<file path="config.mk">
export PLATFORM = sky130hd
export DESIGN_NAME = bar_fifo
export DESIGN_NICKNAME = d
export VERILOG_FILES = /design/src/rtl/bar_fifo.sv
export SDC_FILE = /design/constraint.sdc
export NUM_CORES = 1
export LEC_CHECK = 0
export ABC_AREA = 1
export CORE_ASPECT_RATIO = 0.8
export CORE_MARGIN = 2
export CORE_UTILIZATION = 51
export DETAILED_ROUTE_END_ITERATION = 8
export PLACE_DENSITY = 0.8
export SKIP_CTS_REPAIR_TIMING = 1
export SYNTH_ARGS = -nofsm -noshare
export SYNTH_HDL_FRONTEND = slang
export SYNTH_SLANG_ARGS = --single-unit
</file>
<file path="constraint.sdc">
create_clock -name clk -period 2.2 [get_ports clk]
set_input_delay 0.44 -clock clk [delete_from_list [all_inputs] [get_ports clk]]
set_output_delay 0.44 -clock clk [all_outputs]
set_load 0.05 [all_outputs]
</file>
<file path="src/rtl/bar_fifo.sv">
// bar_fifo: DEPTH-entry show-ahead elastic buffer on a bar valid/ready channel
module bar_fifo #(
  parameter int DEPTH = 4
) (
  input  logic                       clk,
  input  logic                       rst_n,
  input  logic [31:0]                x_data_i,
  input  logic                       x_valid_i,
  output logic                       x_ready_o,
  output logic [31:0]                y_data_o,
  output logic                       y_valid_o,
  input  logic                       y_ready_i,
  output logic [$clog2(DEPTH+1)-1:0] level_o
);
  localparam int AW = $clog2(DEPTH);
  localparam int LW = $clog2(DEPTH+1);
  localparam logic [LW-1:0] FULL = LW'(DEPTH);
  logic [31:0]   mem_q [DEPTH];
  logic [AW-1:0] wr_ptr_q, wr_ptr_d, rd_ptr_q, rd_ptr_d;
  logic [LW-1:0] count_q, count_d;
  logic          push, pop;
  // handshake, occupancy and pointer next-state; x_ready never looks at y_ready
  always_comb begin
    x_ready_o = rst_n && (count_q != FULL);
    y_valid_o = count_q != '0;
    y_data_o  = mem_q[rd_ptr_q];
    level_o   = count_q;
    push      = x_valid_i && x_ready_o;
    pop       = y_valid_o && y_ready_i;
    wr_ptr_d  = push ? wr_ptr_q + 1'b1 : wr_ptr_q;
    rd_ptr_d  = pop ? rd_ptr_q + 1'b1 : rd_ptr_q;
    count_d   = count_q + LW'(push) - LW'(pop);
  end
  // state registers and storage, cleared asynchronously
  always_ff @(posedge clk or negedge rst_n) begin
    if (!rst_n) begin
      wr_ptr_q <= '0;
      rd_ptr_q <= '0;
      count_q  <= '0;
      for (int i = 0; i < DEPTH; i++) mem_q[i] <= '0;
    end else begin
      wr_ptr_q <= wr_ptr_d;
      rd_ptr_q <= rd_ptr_d;
      count_q  <= count_d;
      if (push) mem_q[wr_ptr_q] <= x_data_i;
    end
  end
endmodule

</file>
==> results of run 1 <==
-- flip-flops by register name, indices dropped and copies added (netlist names) --
name and flops:
mem_q 128, level_o 3, rd_ptr_q 2, wr_ptr_q 2
-- layout make-up --
type | instances | area (sq um) | share of cell area
Sequential cell | 135 | 3385 | 0.3869
Multi-Input combinational cell | 573 | 2959 | 0.3383
Timing Repair Buffer | 112 | 1463 | 0.1672
Clock buffer | 20 | 466.7 | 0.05335
Clock inverter | 11 | 217.7 | 0.02489
Tap cell | 171 | 214.0 | 0.02446
Inverter | 10 | 42.54 | 0.004863
-- cells in the final DEF (no fill, tap or decap), types with 5 or more instances in the layout --
master	n
bufinv_16	6
o22ai_2	25
clkbuf_16	19
nand4_1	132
buf_4	29
dfrtp_2	5
buf_12	37
nand2_1	262
o22ai_1	7
inv_1	7
dfrtp_1	130
nor2_1	64
buf_6	7
o21ai_0	65
clkdlybuf4s50_1	35
-- synthesized netlist by cell type --
cell and count:
a21oi_2 1, buf_1 13, buf_2 27, buf_4 8, clkbuf_1 29, dfrtp_1 135, fa_1 1, ha_1 6
inv_1 10, nand2_1 265, nand3_1 3, nand4_1 132, nor2_1 65, o21ai_0 65, o22ai_1 32, xnor2_1 1
xor2_1 2
-- power groups by stage --
| stage | clock, uW | combinational, uW | sequential, uW |
|---|---|---|---|
| after floorplan | 0 | 5310 | 4230 |
| after global placement | 0 | 9060 | 4290 |
| after detailed placement | 0 | 9230 | 4360 |
| after CTS | 3320 | 9310 | 4350 |
| after global routing | 3430 | 10600 | 4450 |
| final | 3320 | 10100 | 4340 |
-- kinds of logic after synthesis --
family                   after synthesis  synth area share
buffers and inverters                 87           0.06002
flip-flops                           135            0.5194
AND/OR/NAND/NOR                      465            0.3197
AO/OA/AOI/OAI                         98           0.08215
adder cells (fa/ha/maj)                7           0.01462
XOR/XNOR                               3          0.004041
-- stage by stage --
stage,power (uW),instances,utilization
floorplan,9541,795,-
global placement,13350,990,0.6314
detailed placement,13590,990,0.6314
CTS,16970,1021,0.6870
global route,18490,1032,0.7113
finish,17730,1032,0.7113
-- per-layer routing --
metal  track usage  vias to the layer above
li1              -                     2843
met1        0.4254                     3138
met2        0.4379                      437
met3       0.07629                       53
met4        0.1098                        0
met5             0                        -
-- worst max-delay path: stages, from the launching register on --
cell,delay [ns]
dfrtp_2,0.46
inv_4,0.08
buf_12,0.17
o21ai_0,0.29
o22ai_2,0.18
buf_12,0.18
-- worst paths after layout --
check	to	slack, ns	cells past startpoint	from
max in group asynchronous	rd_ptr_q[0]	1.42	2	rst_n
worst max register to register	level_o[2]	0.10	10	level_o[0]
worst max-delay path	y_data_o[6]	-0.03	5	rd_ptr_q[0]
worst min register to register	mem_q[72]	0.48	2	mem_q[72]
min in group clk	wr_ptr_q[0]	0.38	4	x_valid_i
worst min-delay path	mem_q[9]	0.20	2	rst_n
==> flow_summary_export.csv, run 1 <==
group,metric,value,unit
status,status,"complete, but fails checks",
status,violations,"negative setup slack",
global_routing,grt_antenna_before_repair,0,
clock_network,clk_path_buf_depth,2,
layout,area_growth,34.49,%
routing,wl_per_cell,19.85,um
synthesis,synth_cell_types,17,
pwr,clock_power_share,0.187,
timing,slew_violations,0,
synthesis,yosys.area.top_type,"dfrtp_1",
clock_network,cts-htree-levels,4,
routing,initialDrtViolationCount,1037,
floorplan,die_y,105.0,um
placed_design,placed_cell_area,0.007764,sq mm
routing,first_pass_iters,5,
setup_path,critPathKind,"reg2out",
floorplan,pin_count,73,
synthesis,syn_area,0.006504,sq mm
floorplan,die_area,0.01368,sq mm
clock_network,root_buffer,"clkbuf_16",
synthesis,syn_inst,795,
routing,route.detailed.drc,0,
timing,min_period_over_period,1.015,
layout,antenna_cells,0,
placed_design,routabilityCongestion,0.8013,
routing,ant_nets,0,
setup_path,cp.required,1.76,ns
layout,fin_area,0.008747,sq mm
synthesis,yosys_warnings,0,
clock_network,clk_latency,0.43,ns
timing,finalWorstSetupSlack,-0.03365,ns
synthesis,synth_top_area_frac,0.5194,
routing,met2WireLength,9.870,mm
pwr,internal_power,9938,uW
synthesis,yosysSeqAreaShare,0.5194,
timing,finalSetupViolations,1,
synthesis,ys_ff_latch,135,
synthesis,postSynthAreaPerCell,8.181,sq um
setup_path,worstPathMaxFanout,24,
routing,vias_per_cell,6.270,
pwr,peakVddDrop,1.293,mV
pwr,seqPwrFrac,0.245,
global_routing,grt_pass1_wl,31.96,mm
placed_design,io_buffers,72,
pwr,power_frac_comb,0.568,
timing,skew,0.007338,ns
clock_network,tritoncts,"built",
global_routing,grt_pass1_vias,6231,
placed_design,dp_hpwl,10.71,mm
layout,fillerInstances,857,
global_routing,grt_max_degree,140,
timing,holdWs,0.2040,ns
layout,drive_gt1_frac,0.1719,
synthesis,ys_top_cells_by_area,"dfrtp_1, nand2_1, nand4_1",
timing,period_needed,2.234,ns
timing,rsz0062_at_grt,"yes",
synthesis,syn_nets,838,
timing,worst_pin_slew,0.7307,ns
routing,wl_met3,2.176,mm
setup_path,start_kind,"flip-flop",
timing,clock.fmax,447.7,MHz
routing,drt_wl_total,20.49,mm
floorplan,core,0.01230,sq mm
clock_network,cts_buffers,17,
floorplan,rows,36,
pwr,p_leak,0.004246,uW
job,maxCapViolations,0,
pwr,p_sw,7797,uW
routing,num_vias,6471,
timing,tns,-0.03365,ns
layout,final_nets,892,
placed_design,post-place-ws,-0.09570,ns
setup_path,endpoint_kind,"output port",
floorplan,die_x,130.3,um
pwr,p_per_area,2027,mW/mm^2
min_path,hold_path_class,"in2async",
timing,relSlewSlack,0.5129,
pwr,p_sw_frac,0.4396,
clock_network,clock_sinks,135,
global_routing,grt_usage,0.2976,
timing,final-hold-violation-count,0,
routing,wl_met1,8.045,mm
clock_network,clkTransAtPathRegs,0.06,ns
routing,top_layer_used,"met4",
floorplan,initial_utilization,0.5289,
setup_path,crit_arrival,1.79,ns
global_routing,overflow,0,
(Power assumes the default switching activity.)
==> run 2, diff against run 1 <==
Settings changed: CAP_MARGIN set to 20, CORE_UTILIZATION 51 to 56, PLACE_DENSITY 0.8 to 0.83.
Clock period 2.2 ns to 2.4 ns, I/O delays scaled along.
==> flow_summary_export.csv, run 2 (synthesis results as in run 1) <==
group,metric,value,unit
status,status,"finished, final reports clean",
placed_design,placed_cell_area,0.007645,sq mm
global_routing,overflow,0,
timing,min_period_over_period,0.9865,
setup_path,worstPathMaxFanout,42,
setup_path,reg2reg_to,"level_o[2]",
placed_design,io_buffers,72,
setup_path,critPathKind,"reg2out",
setup_path,cp.required,1.92,ns
floorplan,die_y,100.4,um
timing,slew_violations,0,
routing,route.detailed.drc,0,
routing,ant_nets,0,
pwr,fin_total_pwr,15440,uW
clock_network,clk_latency,0.42,ns
layout,drive_gt1_frac,0.1296,
timing,rsz0062_at_grt,"no",
floorplan,die_x,124.5,um
routing,initialDrtViolationCount,932,
placed_design,routabilityCongestion,0.8289,
clock_network,cts_buffers,17,
clock_network,clk_path_buf_depth,2,
layout,largest_register_ffs,128,
layout,antenna_cells,0,
pwr,peakVddDrop,1.231,mV
pwr,p_sw,6834,uW
setup_path,r2r_slack,0.13,ns
routing,first_pass_iters,6,
floorplan,core,0.01143,sq mm
clock_network,clock_sinks,135,
pwr,seqPwrFrac,0.256,
timing,finalWorstSetupSlack,0.03250,ns
pwr,p_sw_frac,0.4425,
global_routing,grt_pass1_wl,31.64,mm
setup_path,worstRegToRegCells,10,
global_routing,grt_usage,0.3178,
floorplan,die_area,0.01250,sq mm
pwr,power_frac_comb,0.561,
layout,mostFrequentLayoutCells,"nand2_1, nand4_1, dfrtp_1",
global_routing,grt_pass1_vias,6446,
clock_network,cts-htree-levels,4,
pwr,internal_power,8610,uW
timing,holdWs,0.1869,ns
routing,drt_wl_total,19.51,mm
floorplan,initial_utilization,0.5690,
timing,relSlewSlack,0.3747,
global_routing,grt_max_degree,140,
routing,num_vias,6409,
setup_path,r2r_start,"level_o[1]",
timing,final-hold-violation-count,0,
setup_path,start_kind,"flip-flop",
floorplan,pin_count,73,
layout,final_nets,879,
pwr,p_leak,0.004085,uW
layout,regMostFlops,"mem_q",
job,maxCapViolations,0,
layout,area_growth,28.47,%
clock_network,tritoncts,"built",
clock_network,clkTransAtPathRegs,0.05,ns
min_path,hold_path_class,"in2async",
setup_path,crit_arrival,1.89,ns
placed_design,dp_hpwl,10.81,mm
timing,skew,0.007701,ns
global_routing,grt_antenna_before_repair,0,
timing,finalSetupViolations,0,
routing,wl_per_cell,19.56,um
layout,final_common_cell,"nand2_1",
pwr,p_per_area,1848,mW/mm^2
layout,fin_area,0.008356,sq mm
timing,clock.fmax,422.4,MHz
pwr,clock_power_share,0.183,
timing,tns,0,ns
clock_network,root_buffer,"clkbuf_16",
timing,worst_pin_slew,0.9380,ns
timing,period_needed,2.368,ns
setup_path,endpoint_kind,"output port",
placed_design,post-place-ws,-0.02310,ns
floorplan,rows,35,
routing,vias_per_cell,6.428,
run 2: cell count changes in the layout (fill, tap and decap cells not counted), moves of 4 or more:
| cell | previous run | this run |
|---|---|---|
| buf_4 | 29 | 24 |
| buf_6 | 7 | 1 |
| clkbuf_1 | 0 | 4 |
| clkinv_2 | 1 | 5 |
| o22ai_1 | 7 | 21 |
| o22ai_2 | 25 | 11 |
run 2: stage by stage:
stage,util,std cells
final,0.7310,997
after global routing,0.7310,997
after CTS,0.7239,997
after detailed placement,0.6689,965
after global placement,0.6689,965
after floorplan,-,795
run 2: power by group through the flow:
stage | logic [uW] | clock network (uW) | registers, uW
global placement | 8190 | 0 | 3870
detailed placement | 8340 | 0 | 3940
finish | 8660 | 2820 | 3960
floorplan | 4740 | 0 | 3870
CTS | 8440 | 2830 | 3930
global route | 9130 | 2940 | 4080
run 2: routing by layer:
metal | global-route usage | vias up | wire length, um
met2 | 0.5141 | 451 | 9467
met1 | 0.4059 | 3094 | 7476
met5 | 0 | - | 0
li1 | - | 2809 | -
met3 | 0.08262 | 55 | 2091
met4 | 0.1504 | 0 | 469
run 2: how the worst max path moves through the flow:
stage / cells after the start / from / slack, ns / end
final: 5 / rd_ptr_q[0] / 0.03 / y_data_o[3]
after global routing: 5 / rd_ptr_q[0] / 0.0006 / y_data_o[3]
after CTS: 4 / rd_ptr_q[0] / -0.12 / y_data_o[26]
after detailed placement: 9 / y_ready_i / -0.02 / level_o[2]
after global placement: 9 / y_ready_i / 0.08 / level_o[2]
after floorplan: 10 / level_o[1] / 0.02 / level_o[2]
run 2: final cells by class:
| type | count | area, sq um |
|---|---|---|
| timing repair buffer | 99 | 1299 |
| inverter | 10 | 37.54 |
| sequential | 135 | 3383 |
| multi-input combinational | 573 | 2821 |
| tap | 148 | 185.2 |
| fill | 777 | 3074 |
| clock inverter | 10 | 175.2 |
| clock buffer | 22 | 454.2 |
run 2: critical path, cell delays in order (launching register included):
cell and delay, ns:
dfrtp_2 0.43, inv_2 0.19, buf_12 0.25, o21ai_0 0.11
o22ai_1 0.28, buf_12 0.19
==> run 3, diff against run 2 <==
Settings changed: TNS_END_PERCENT set to 30.
==> results of run 3 <==
The final DEF is identical to that of run 2; final timing and power are the same.
